[config.mk]
export PLATFORM = sky130hd
export DESIGN_NAME = frame_sequencer
export DESIGN_NICKNAME = d
export VERILOG_FILES = /design/src/rtl/frame_sequencer.sv
export SDC_FILE = /design/constraint.sdc
export NUM_CORES = 1
export LEC_CHECK = 0
export CAP_MARGIN = 20
export CORE_ASPECT_RATIO = 2
export CORE_UTILIZATION = 52
export CTS_BUF_LIST = sky130_fd_sc_hd__clkbuf_16
export DETAILED_ROUTE_END_ITERATION = 12
export PLACE_DENSITY = 0.73
export SYNTH_ARGS = -nofsm -noshare
export SYNTH_HDL_FRONTEND = slang
export SYNTH_SLANG_ARGS = --single-unit
[constraint.sdc]
create_clock -name clk -period 2.4 [get_ports clk]
set_input_delay 0.6 -clock clk [delete_from_list [all_inputs] [get_ports clk]]
set_output_delay 0.6 -clock clk [all_outputs]
set_load 0.005 [all_outputs]
[src/rtl/frame_sequencer.sv]
// frame_sequencer: per-frame erase / update / redraw sequencer for a 160x120 display.
//
// On every frame tick (while run is high) each sprite's previously drawn rectangle is
// erased with BG_COLOUR. The datapath then gets one update pulse. After that, every
// enabled sprite is redrawn with its current geometry. One pixel is emitted per clock.
// A clear_req pulse schedules a full-screen fill with BG_COLOUR instead of the next frame.
//
// Ports:
//   clk, resetn           clock and asynchronous active-low reset
//   run                   frames are started only while high
//   clear_req             one-cycle pulse, latched until the clear starts
//   obj_en/x/y/w/h/colour per-slot sprite description, sampled once per frame
//   x, y, colour, plot    registered pixel write to the VGA adapter
//   update                one-cycle pulse per frame for the game datapath
//   busy                  high whenever the sequencer is not idle
//   overrun               sticky flag; a tick arrived while busy
module frame_sequencer #(
  parameter int unsigned NUM_OBJ   = 4,
  parameter int unsigned FRAME_DIV = 833333,
  parameter logic [2:0]  BG_COLOUR = 3'b000
) (
  input  logic                 clk,
  input  logic                 resetn,
  input  logic                 run,
  input  logic                 clear_req,
  input  logic [NUM_OBJ-1:0]   obj_en,
  input  logic [NUM_OBJ*8-1:0] obj_x,
  input  logic [NUM_OBJ*7-1:0] obj_y,
  input  logic [NUM_OBJ*4-1:0] obj_w,
  input  logic [NUM_OBJ*4-1:0] obj_h,
  input  logic [NUM_OBJ*3-1:0] obj_colour,
  output logic [7:0]           x,
  output logic [6:0]           y,
  output logic [2:0]           colour,
  output logic                 plot,
  output logic                 update,
  output logic                 busy,
  output logic                 overrun
);

  localparam int unsigned SlotW = (NUM_OBJ > 1) ? $clog2(NUM_OBJ) : 1;
  localparam int unsigned CntW  = $clog2(FRAME_DIV);
  localparam logic [SlotW-1:0] LastSlot = SlotW'(NUM_OBJ - 1);
  localparam logic [CntW-1:0]  TickMax  = CntW'(FRAME_DIV - 1);
  localparam logic [7:0] ScrMaxX = 8'd159;
  localparam logic [6:0] ScrMaxY = 7'd119;

  typedef enum logic [2:0] {
    StIdle, StClear, StELoad, StEPlot, StUpd, StSettle, StDLoad, StDPlot
  } state_e;

  // ---------------------------------------------------------------------------
  // Frame tick: free-running, independent of run and of the sequencer state.
  // ---------------------------------------------------------------------------
  logic [CntW-1:0] cnt_q;
  logic            tick;

  assign tick = (cnt_q == TickMax);

  always_ff @(posedge clk or negedge resetn) begin
    if (!resetn) begin
      cnt_q <= '0;
    end else if (tick) begin
      cnt_q <= '0;
    end else begin
      cnt_q <= cnt_q + 1'b1;
    end
  end

  // ---------------------------------------------------------------------------
  // Unpacked view of the flattened sprite buses.
  // ---------------------------------------------------------------------------
  logic [7:0] in_x   [NUM_OBJ];
  logic [6:0] in_y   [NUM_OBJ];
  logic [3:0] in_w   [NUM_OBJ];
  logic [3:0] in_h   [NUM_OBJ];
  logic [2:0] in_col [NUM_OBJ];

  always_comb begin
    for (int i = 0; i < NUM_OBJ; i++) begin
      in_x[i]   = obj_x[8*i +: 8];
      in_y[i]   = obj_y[7*i +: 7];
      in_w[i]   = obj_w[4*i +: 4];
      in_h[i]   = obj_h[4*i +: 4];
      in_col[i] = obj_colour[3*i +: 3];
    end
  end

  // ---------------------------------------------------------------------------
  // Sequencer state.
  // ---------------------------------------------------------------------------
  state_e           state_q;
  logic [SlotW-1:0] slot_q;
  logic             clr_pend_q;

  // What is currently on screen, so the next frame can erase it.
  logic [NUM_OBJ-1:0] sh_en_q;
  logic [7:0]         sh_x_q [NUM_OBJ];
  logic [6:0]         sh_y_q [NUM_OBJ];
  logic [3:0]         sh_w_q [NUM_OBJ];
  logic [3:0]         sh_h_q [NUM_OBJ];

  // Rectangle being rastered.
  logic [7:0] cur_x_q;
  logic [6:0] cur_y_q;
  logic [3:0] cur_w_q;
  logic [3:0] cur_h_q;
  logic [2:0] cur_col_q;
  logic [3:0] dx_q;
  logic [3:0] dy_q;

  // Full-screen clear raster.
  logic [7:0] clr_x_q;
  logic [6:0] clr_y_q;

  // Sums are one bit wider than the screen coordinates so off-screen pixels can be
  // detected and suppressed; the truncated sum still goes out on x/y.
  logic [8:0] px;
  logic [7:0] py;
  logic       on_screen;
  logic       last_col;
  logic       last_row;
  logic       last_slot;

  always_comb begin
    px        = {1'b0, cur_x_q} + {5'b0, dx_q};
    py        = {1'b0, cur_y_q} + {4'b0, dy_q};
    on_screen = (px < 9'd160) && (py < 8'd120);
    last_col  = (dx_q == cur_w_q);
    last_row  = (dy_q == cur_h_q);
    last_slot = (slot_q == LastSlot);
  end

  always_ff @(posedge clk or negedge resetn) begin
    if (!resetn) begin
      state_q    <= StIdle;
      slot_q     <= '0;
      clr_pend_q <= 1'b0;
      sh_en_q    <= '0;
      for (int i = 0; i < NUM_OBJ; i++) begin
        sh_x_q[i] <= '0;
        sh_y_q[i] <= '0;
        sh_w_q[i] <= '0;
        sh_h_q[i] <= '0;
      end
      cur_x_q    <= '0;
      cur_y_q    <= '0;
      cur_w_q    <= '0;
      cur_h_q    <= '0;
      cur_col_q  <= '0;
      dx_q       <= '0;
      dy_q       <= '0;
      clr_x_q    <= '0;
      clr_y_q    <= '0;
      x          <= '0;
      y          <= '0;
      colour     <= '0;
      plot       <= 1'b0;
      update     <= 1'b0;
      busy       <= 1'b0;
      overrun    <= 1'b0;
    end else begin
      plot   <= 1'b0;
      update <= 1'b0;

      if (clear_req) begin
        clr_pend_q <= 1'b1;
      end
      // A tick outside IDLE is dropped; only the flag records it.
      if (tick && (state_q != StIdle)) begin
        overrun <= 1'b1;
      end

      unique case (state_q)
        StIdle: begin
          // Same-cycle clear_req counts as pending and beats the tick.
          if (clr_pend_q || clear_req) begin
            state_q    <= StClear;
            clr_pend_q <= 1'b0;
            clr_x_q    <= '0;
            clr_y_q    <= '0;
            busy       <= 1'b1;
          end else if (tick && run) begin
            state_q <= StELoad;
            slot_q  <= '0;
            busy    <= 1'b1;
          end
        end

        StClear: begin
          x      <= clr_x_q;
          y      <= clr_y_q;
          colour <= BG_COLOUR;
          plot   <= 1'b1;
          if (clr_x_q == ScrMaxX) begin
            clr_x_q <= '0;
            if (clr_y_q == ScrMaxY) begin
              sh_en_q <= '0;
              state_q <= StIdle;
              busy    <= 1'b0;
            end else begin
              clr_y_q <= clr_y_q + 1'b1;
            end
          end else begin
            clr_x_q <= clr_x_q + 1'b1;
          end
        end

        StELoad: begin
          cur_x_q   <= sh_x_q[slot_q];
          cur_y_q   <= sh_y_q[slot_q];
          cur_w_q   <= sh_w_q[slot_q];
          cur_h_q   <= sh_h_q[slot_q];
          cur_col_q <= BG_COLOUR;
          dx_q      <= '0;
          dy_q      <= '0;
          if (sh_en_q[slot_q]) begin
            state_q <= StEPlot;
          end else if (last_slot) begin
            state_q <= StUpd;
          end else begin
            slot_q <= slot_q + 1'b1;
          end
        end

        StEPlot, StDPlot: begin
          x      <= px[7:0];
          y      <= py[6:0];
          colour <= cur_col_q;
          plot   <= on_screen;
          if (!last_col) begin
            dx_q <= dx_q + 1'b1;
          end else begin
            dx_q <= '0;
            if (!last_row) begin
              dy_q <= dy_q + 1'b1;
            end else begin
              dy_q <= '0;
              if (state_q == StEPlot) begin
                if (last_slot) begin
                  state_q <= StUpd;
                end else begin
                  slot_q  <= slot_q + 1'b1;
                  state_q <= StELoad;
                end
              end else begin
                if (last_slot) begin
                  state_q <= StIdle;
                  busy    <= 1'b0;
                end else begin
                  slot_q  <= slot_q + 1'b1;
                  state_q <= StDLoad;
                end
              end
            end
          end
        end

        StUpd: begin
          update  <= 1'b1;
          state_q <= StSettle;
        end

        StSettle: begin
          slot_q  <= '0;
          state_q <= StDLoad;
        end

        StDLoad: begin
          sh_en_q[slot_q] <= obj_en[slot_q];
          sh_x_q[slot_q]  <= in_x[slot_q];
          sh_y_q[slot_q]  <= in_y[slot_q];
          sh_w_q[slot_q]  <= in_w[slot_q];
          sh_h_q[slot_q]  <= in_h[slot_q];
          cur_x_q         <= in_x[slot_q];
          cur_y_q         <= in_y[slot_q];
          cur_w_q         <= in_w[slot_q];
          cur_h_q         <= in_h[slot_q];
          cur_col_q       <= in_col[slot_q];
          dx_q            <= '0;
          dy_q            <= '0;
          if (obj_en[slot_q]) begin
            state_q <= StDPlot;
          end else if (last_slot) begin
            state_q <= StIdle;
            busy    <= 1'b0;
          end else begin
            slot_q <= slot_q + 1'b1;
          end
        end

        default: begin
          state_q <= StIdle;
          busy    <= 1'b0;
        end
      endcase
    end
  end

endmodule

Word-level counts from Yosys, hierarchy flattened
Index checks and enable logic that the tools add are counted.
- magnitude comparators: 6
- bitwise gates (word level): 1
- muxes and demuxes: 105
- $add $sub $neg: 8
- equality and inequality tests: 27
- reductions and logical operators: 24
- operators with widths (cell ; count):
    $mux 4 ; 14
    $mux 7 ; 8
    $mux 8 ; 7
    $pmux 8 s2 ; 3
    $mux 3 ; 15
    $pmux 7 s2 ; 3
    $pmux 4 s2 ; 5
    $bmux 4 s2 ; 4
    $bmux 8 s2 ; 2
    $bwmux 16 ; 2
    $bwmux 32 ; 1
    $bmux 7 s2 ; 2
    $bwmux 28 ; 1
    $ne 2x2->1 const B ; 11
    $pmux 3 s7 ; 1
    $add 20x1->20 const B ; 1
    $eq 20x20->1 const B ; 1
    $mux 20 ; 1
    $demux 8 s2 ; 1
    $mux 1 ; 16
    $demux 7 s2 ; 1
    $mux 2 ; 7
    $reduce_and 7->1 ; 2
    $eq 3x3->1 const B ; 4
    41 further kinds ; 58
- output and inout bits: 22
- input bits: 112
- register bits: 193
- logic and storage cells: 208

Logic depth before layout (Yosys ltp)
- depth after elaboration: 6
- mapped depth: 9
- mapped depth without buffers: 9

Least setup slack after synthesis
OpenSTA, ideal clock, no wires.
- path kind: reg-to-reg
- start point: reg slot_q[0]
- end point: reg sh_h_q[12] in the netlist's numbering
- cell stages (with the launch flop): 8
- data required time: 2275 ps
- library setup time: 125 ps
- setup slack: 307 ps
- data arrival time: 1969 ps
- period minus slack after synthesis: 2093 ps
- path buffers: 3
- cell sequence: dfrtp_1 -> clkbuf_1 -> buf_2 -> inv_1 -> ha_1 -> nand2_1 -> buf_2 -> mux2_2
- word-level cells in the longest chain between the ends: 6
- elaborated cells between the ends (all ways): 10
- those cells by class: order compare: 2; mux: 6; bitwise: 1; reduce/logical: 1
- RTL lines (element ; line ; text):
    start: declaration ; 93 ; logic [SlotW-1:0] slot_q;
    start signal: assignment ; 222 ; slot_q <= slot_q + 1'b1;
    start signal: assignment ; 243 ; slot_q <= slot_q + 1'b1;
    start signal: assignment ; 251 ; slot_q <= slot_q + 1'b1;
    $not 2->3 (implied by the code) * ; 274 ; sh_h_q[slot_q] <= in_h[slot_q];
    $ge 3x3->1 (implied by the code) / $lt 3x1->1 (equally long branches) ; 274 ;
    $logic_and 1x1->1 (implied by the code) ; 274 ;
    $mux 4 (implied by the code) ; 274 ;
    $demux 4 s2 ; 274 ;
    $bwmux 16 * ; 274 ;
    end signal: indexed assignment ; 274 ;
    end: declaration ; 101 ; logic [3:0] sh_h_q [NUM_OBJ];
Mark *: on every way between the ends. The rest lies on a longest branch, timed or not. The select of a mux whose other input is x is not followed.
A chain may end at the register's enable or synchronous reset.

Worst setup path in the final report
- start point: reg dx_q[0]
- end point: reg plot
- word-level cells in the longest chain between the ends: 4
- RTL lines (element ; line ; text):
    start: declaration ; 109 ; logic [3:0] dx_q;
    start signal: assignment ; 232 ; dx_q <= dx_q + 1'b1;
    $add 8x4->9 ; 126 ; px = {1'b0, cur_x_q} + {5'b0, dx_q};
    $lt 9x8->1 ; 128 ; on_screen = (px < 9'd160) && (py < 8'd120);
    $logic_and 1x1->1 ; 128 ;
    $pmux 1 s2 ; 174 ; unique case (state_q)
    end signal: assignment ; 230 ; plot <= on_screen;
    end: declaration ; 35 ; output logic plot,
No other way between the ends.

==> flow_summary.ini <==
[worst_setup_path]
start_kind = register
cp.required_ps = 2740
timing.critical_path.buf_inv = 0
arrival_ps = 2490
ff2ff_path_depth = 7
worstSetupPathType = register to register
startpoint = dx_q[0]$_DFFE_PN0P_
worstPathMaxFanout = 5
max_stage_delay_ps = 470
cp-end-kind = register
cp_top_family = adder cells
crit_slowest_cell = dfrtp_1
crit_path_end = plot$_DFF_PN0_
reg2reg_from = dx_q[0]$_DFFE_PN0P_
crit_chain = ha_1 -> fa_1 -> a21oi_1 -> nor2b_1 -> nor2_1 -> o311ai_0 -> o31ai_1
regToRegEndpoint = plot$_DFF_PN0_
r2r_slack_ps = 240
cp.depth = 7

[timing]
hold_viol_final = 0
clock.fmax_mhz = 464
skew_ps = 8.98
relSlewSlack = 0.370
rsz0062_at_grt = false
tns_ps = 0
final.period_utilization = 0.898
slew_viol_final = 0
worst_pin_slew_ps = 941
period_needed_ps = 2160
setup_violations = 0

[grt]
grt_use_total = 0.257
grt_first_pass_wirelength_mm = 38.7
grt_start_max_net_pins = 53
top_usage_layer = met2
use_met2 = 0.464
grt_pass1_vias = 7699
grtUsageMet3 = 0.0425
globalRouteOverflowTotal = 0
use_met1 = 0.285
grt_antenna_before_repair = 3

[power_and_ir_drop]
leakage_nw = 5.19
power_density_nw_per_um2 = 524
peakVddDrop_v = 0.000418

[yosys]
netlist_area_sq_um = 9940
yosysWarnings = 0
synth-main-ff-cell = dfrtp_1
async_reset_ff_frac = 1.00
synth-edff-count = 0
synth.yosys.seq_area_share = 0.486
ys_ff_latch = 193
synth_cell_type_count = 52
syn_nets = 978
avgSynthCellArea_sq_um = 11.7
syn-instance-count = 846

[die]
die_y_microns = 198
io_pins = 134
coreArea_sq_um = 18700
initial_core_util = 0.530
dieArea_sq_um = 19700
fp-row-count = 71
chipWidth_microns = 99.8

[clock_tree]
hold_buffers = 0
cts_buffer_depth = 2
insertion_delay_ps = 430
cts_setup_buffers = 0
post_cts_resized = 0
numCtsBuffers = 17
cts_sinks = 193
root_buffer = clkbuf_16
path_clk_slew_ps = 70
cts_max_level = 4
cts_tree = yes

[detailed_routing]
wirelength_mm = 23.5
viasPerCell = 5.79
drt-pass1-iter-count = 4
vias = 7237
drtAntennaViolNets = 0
drtIter0Drc = 289
route.detailed.drc = 0
wl_per_cell_microns = 18.8

[place]
placement.cell_area_sq_um = 11800
gp_congestion = 0.871
dp_hpwl_mm = 16.9
port_buffers = 133

[run]
drv_cap = 0

[finish]
fin_nets = 1115
design_area_sq_um = 12300
drive_gt1_frac = 0.208
syn2layout_area_growth_pct = 23.6

[run_status]
status = finished clean

[worst_hold_path]
hp-class = input port to asynchronous set/reset pin
==> cells by family (layout without fill, tap and decap cells) <==
group                    after synthesis  count (layout)  synth area share
other                                  0               1                 0
AND/OR/NAND/NOR                      258             258             0.118
XOR/XNOR                              39              39            0.0344
flip-flops                           193             193             0.486
adder cells (fa/ha/maj)               20              20            0.0267
buffers and inverters                 59             207            0.0248
multiplexers                         152             152             0.228
AO/OA/AOI/OAI                        125             125            0.0818
==> layer usage <==
layer | up-vias | share of wire
met5 | - | 0.0010
met4 | 4 | 0.043
met3 | 59 | 0.032
met2 | 168 | 0.54
met1 | 3641 | 0.38
li1 | 3365 | -
==> how the worst min path moves through the flow <==
stage | startpoint | end | slack, ps | cells after the start
after global placement | overrun$_DFFE_PN0P_ | overrun$_DFFE_PN0P_ | 440 | 1
final | resetn | cnt_q[4]$_DFF_PN0_ | 110 | 1
after CTS | resetn | cnt_q[4]$_DFF_PN0_ | 130 | 1
after floorplan | resetn | busy$_DFFE_PN0P_ | 300 | 0
after global routing | resetn | cnt_q[4]$_DFF_PN0_ | 150 | 1
after detailed placement | overrun$_DFFE_PN0P_ | overrun$_DFFE_PN0P_ | 450 | 1
==> worst register-to-register path, stage by stage, from the launching register on <==
cell and delay, ps:
dfrtp_1 470, ha_1 270, fa_1 410, a21oi_1 140, nor2b_1 80, nor2_1 230, o311ai_0 190, o31ai_1 260
==> registers in the layout (all words and copies together) (netlist names), 7 cells and up <==
name     count
sh_x_q      32
sh_y_q      28
cnt_q       20
sh_h_q      16
sh_w_q      16
clr_x_q      8
cur_x_q      8
x            8
clr_y_q      7
cur_y_q      7
y            7
==> cell usage after synthesis, drive strengths merged, types with 3 or more instances <==
library cell,count,area (sq um)
a221o,5,50.1
and2,8,50.1
mux2i,7,70.1
a31oi,25,156
nor2,57,216
a22oi,9,67.6
a21o,5,37.5
or3,3,18.8
nor3,14,75.1
o31ai,6,45.0
ha,18,225
inv,11,41.3
clkbuf,25,95.1
nor2b,7,43.8
nand2b,7,43.8
and3,13,81.3
mux2,95,1070
a22o,9,78.8
nand2,111,417
o21ai,44,220
a21oi,9,45.0
nand3,18,90.1
xor2,17,149
a311oi,3,26.3
buf,23,110
mux4,50,1130
nand4,12,75.1
dfrtp,193,4830
xnor2,22,193
==> report_power, final <==
group	internal (mW)	switching (mW)
registers	3.33	0.0374
clock network	1.40	1.22
logic	0.296	0.149
==> final cells by class <==
class	instances	area (sq um)
Sequential cell	193	4830
Fill cell	1428	6460
Antenna cell	1	2.50
Tap cell	255	319
Multi-Input combinational cell	594	4870
Clock buffer	17	425
Inverter	11	41.3
Clock inverter	13	100
Timing Repair Buffer	166	1690
==> cell usage in the layout, fill, tap and decap left out, drive strengths merged, types with 2 or more instances in the layout <==
master         synthesis  final
nand2                111    111
or3                    3      3
a21o                   5      5
clkbuf                25     17
nand4b                 2      2
nand3                 18     18
ha                    18     18
a22o                   9      9
a211oi                 2      2
xor2                  17     17
xnor2                 22     22
fa                     2      2
clkinvlp               0      3
a31oi                 25     25
nor2                  57     57
mux2i                  7      7
and3                  13     13
and2                   8      8
and4                   2      2
o21ai                 44     44
a21oi                  9      9
inv                   11     14
mux4                  50     50
a221o                  5      5
a22oi                  9      9
nand4                 12     12
mux2                  95     95
o31ai                  6      6
o2111ai                2      2
dfrtp                193    193
a311oi                 3      3
nor3                  14     14
clkdlybuf4s50          0    132
clkinv                 0      6
nand2b                 7      7
nor2b                  7      7
buf                   23     34
==> per-stage QoR <==
| step | power [mW] | hold slack [ps] | cells | utilization | worst slack, ps |
|---|---|---|---|---|---|
| 2_1_floorplan | 3.58 | 304 | 846 | - | 307 |
| 5_1_grt | 6.65 | 150 | 1250 | 0.655 | 41.1 |
| 6_report | 6.43 | 114 | 1250 | 0.655 | 244 |
| 3_5_place_dp | 3.88 | 446 | 1219 | 0.627 | 207 |
| 3_3_place_gp | 3.86 | 439 | 1219 | 0.627 | 237 |
| 4_1_cts | 6.48 | 130 | 1249 | 0.655 | 257 |
(Power assumes the default switching activity.)
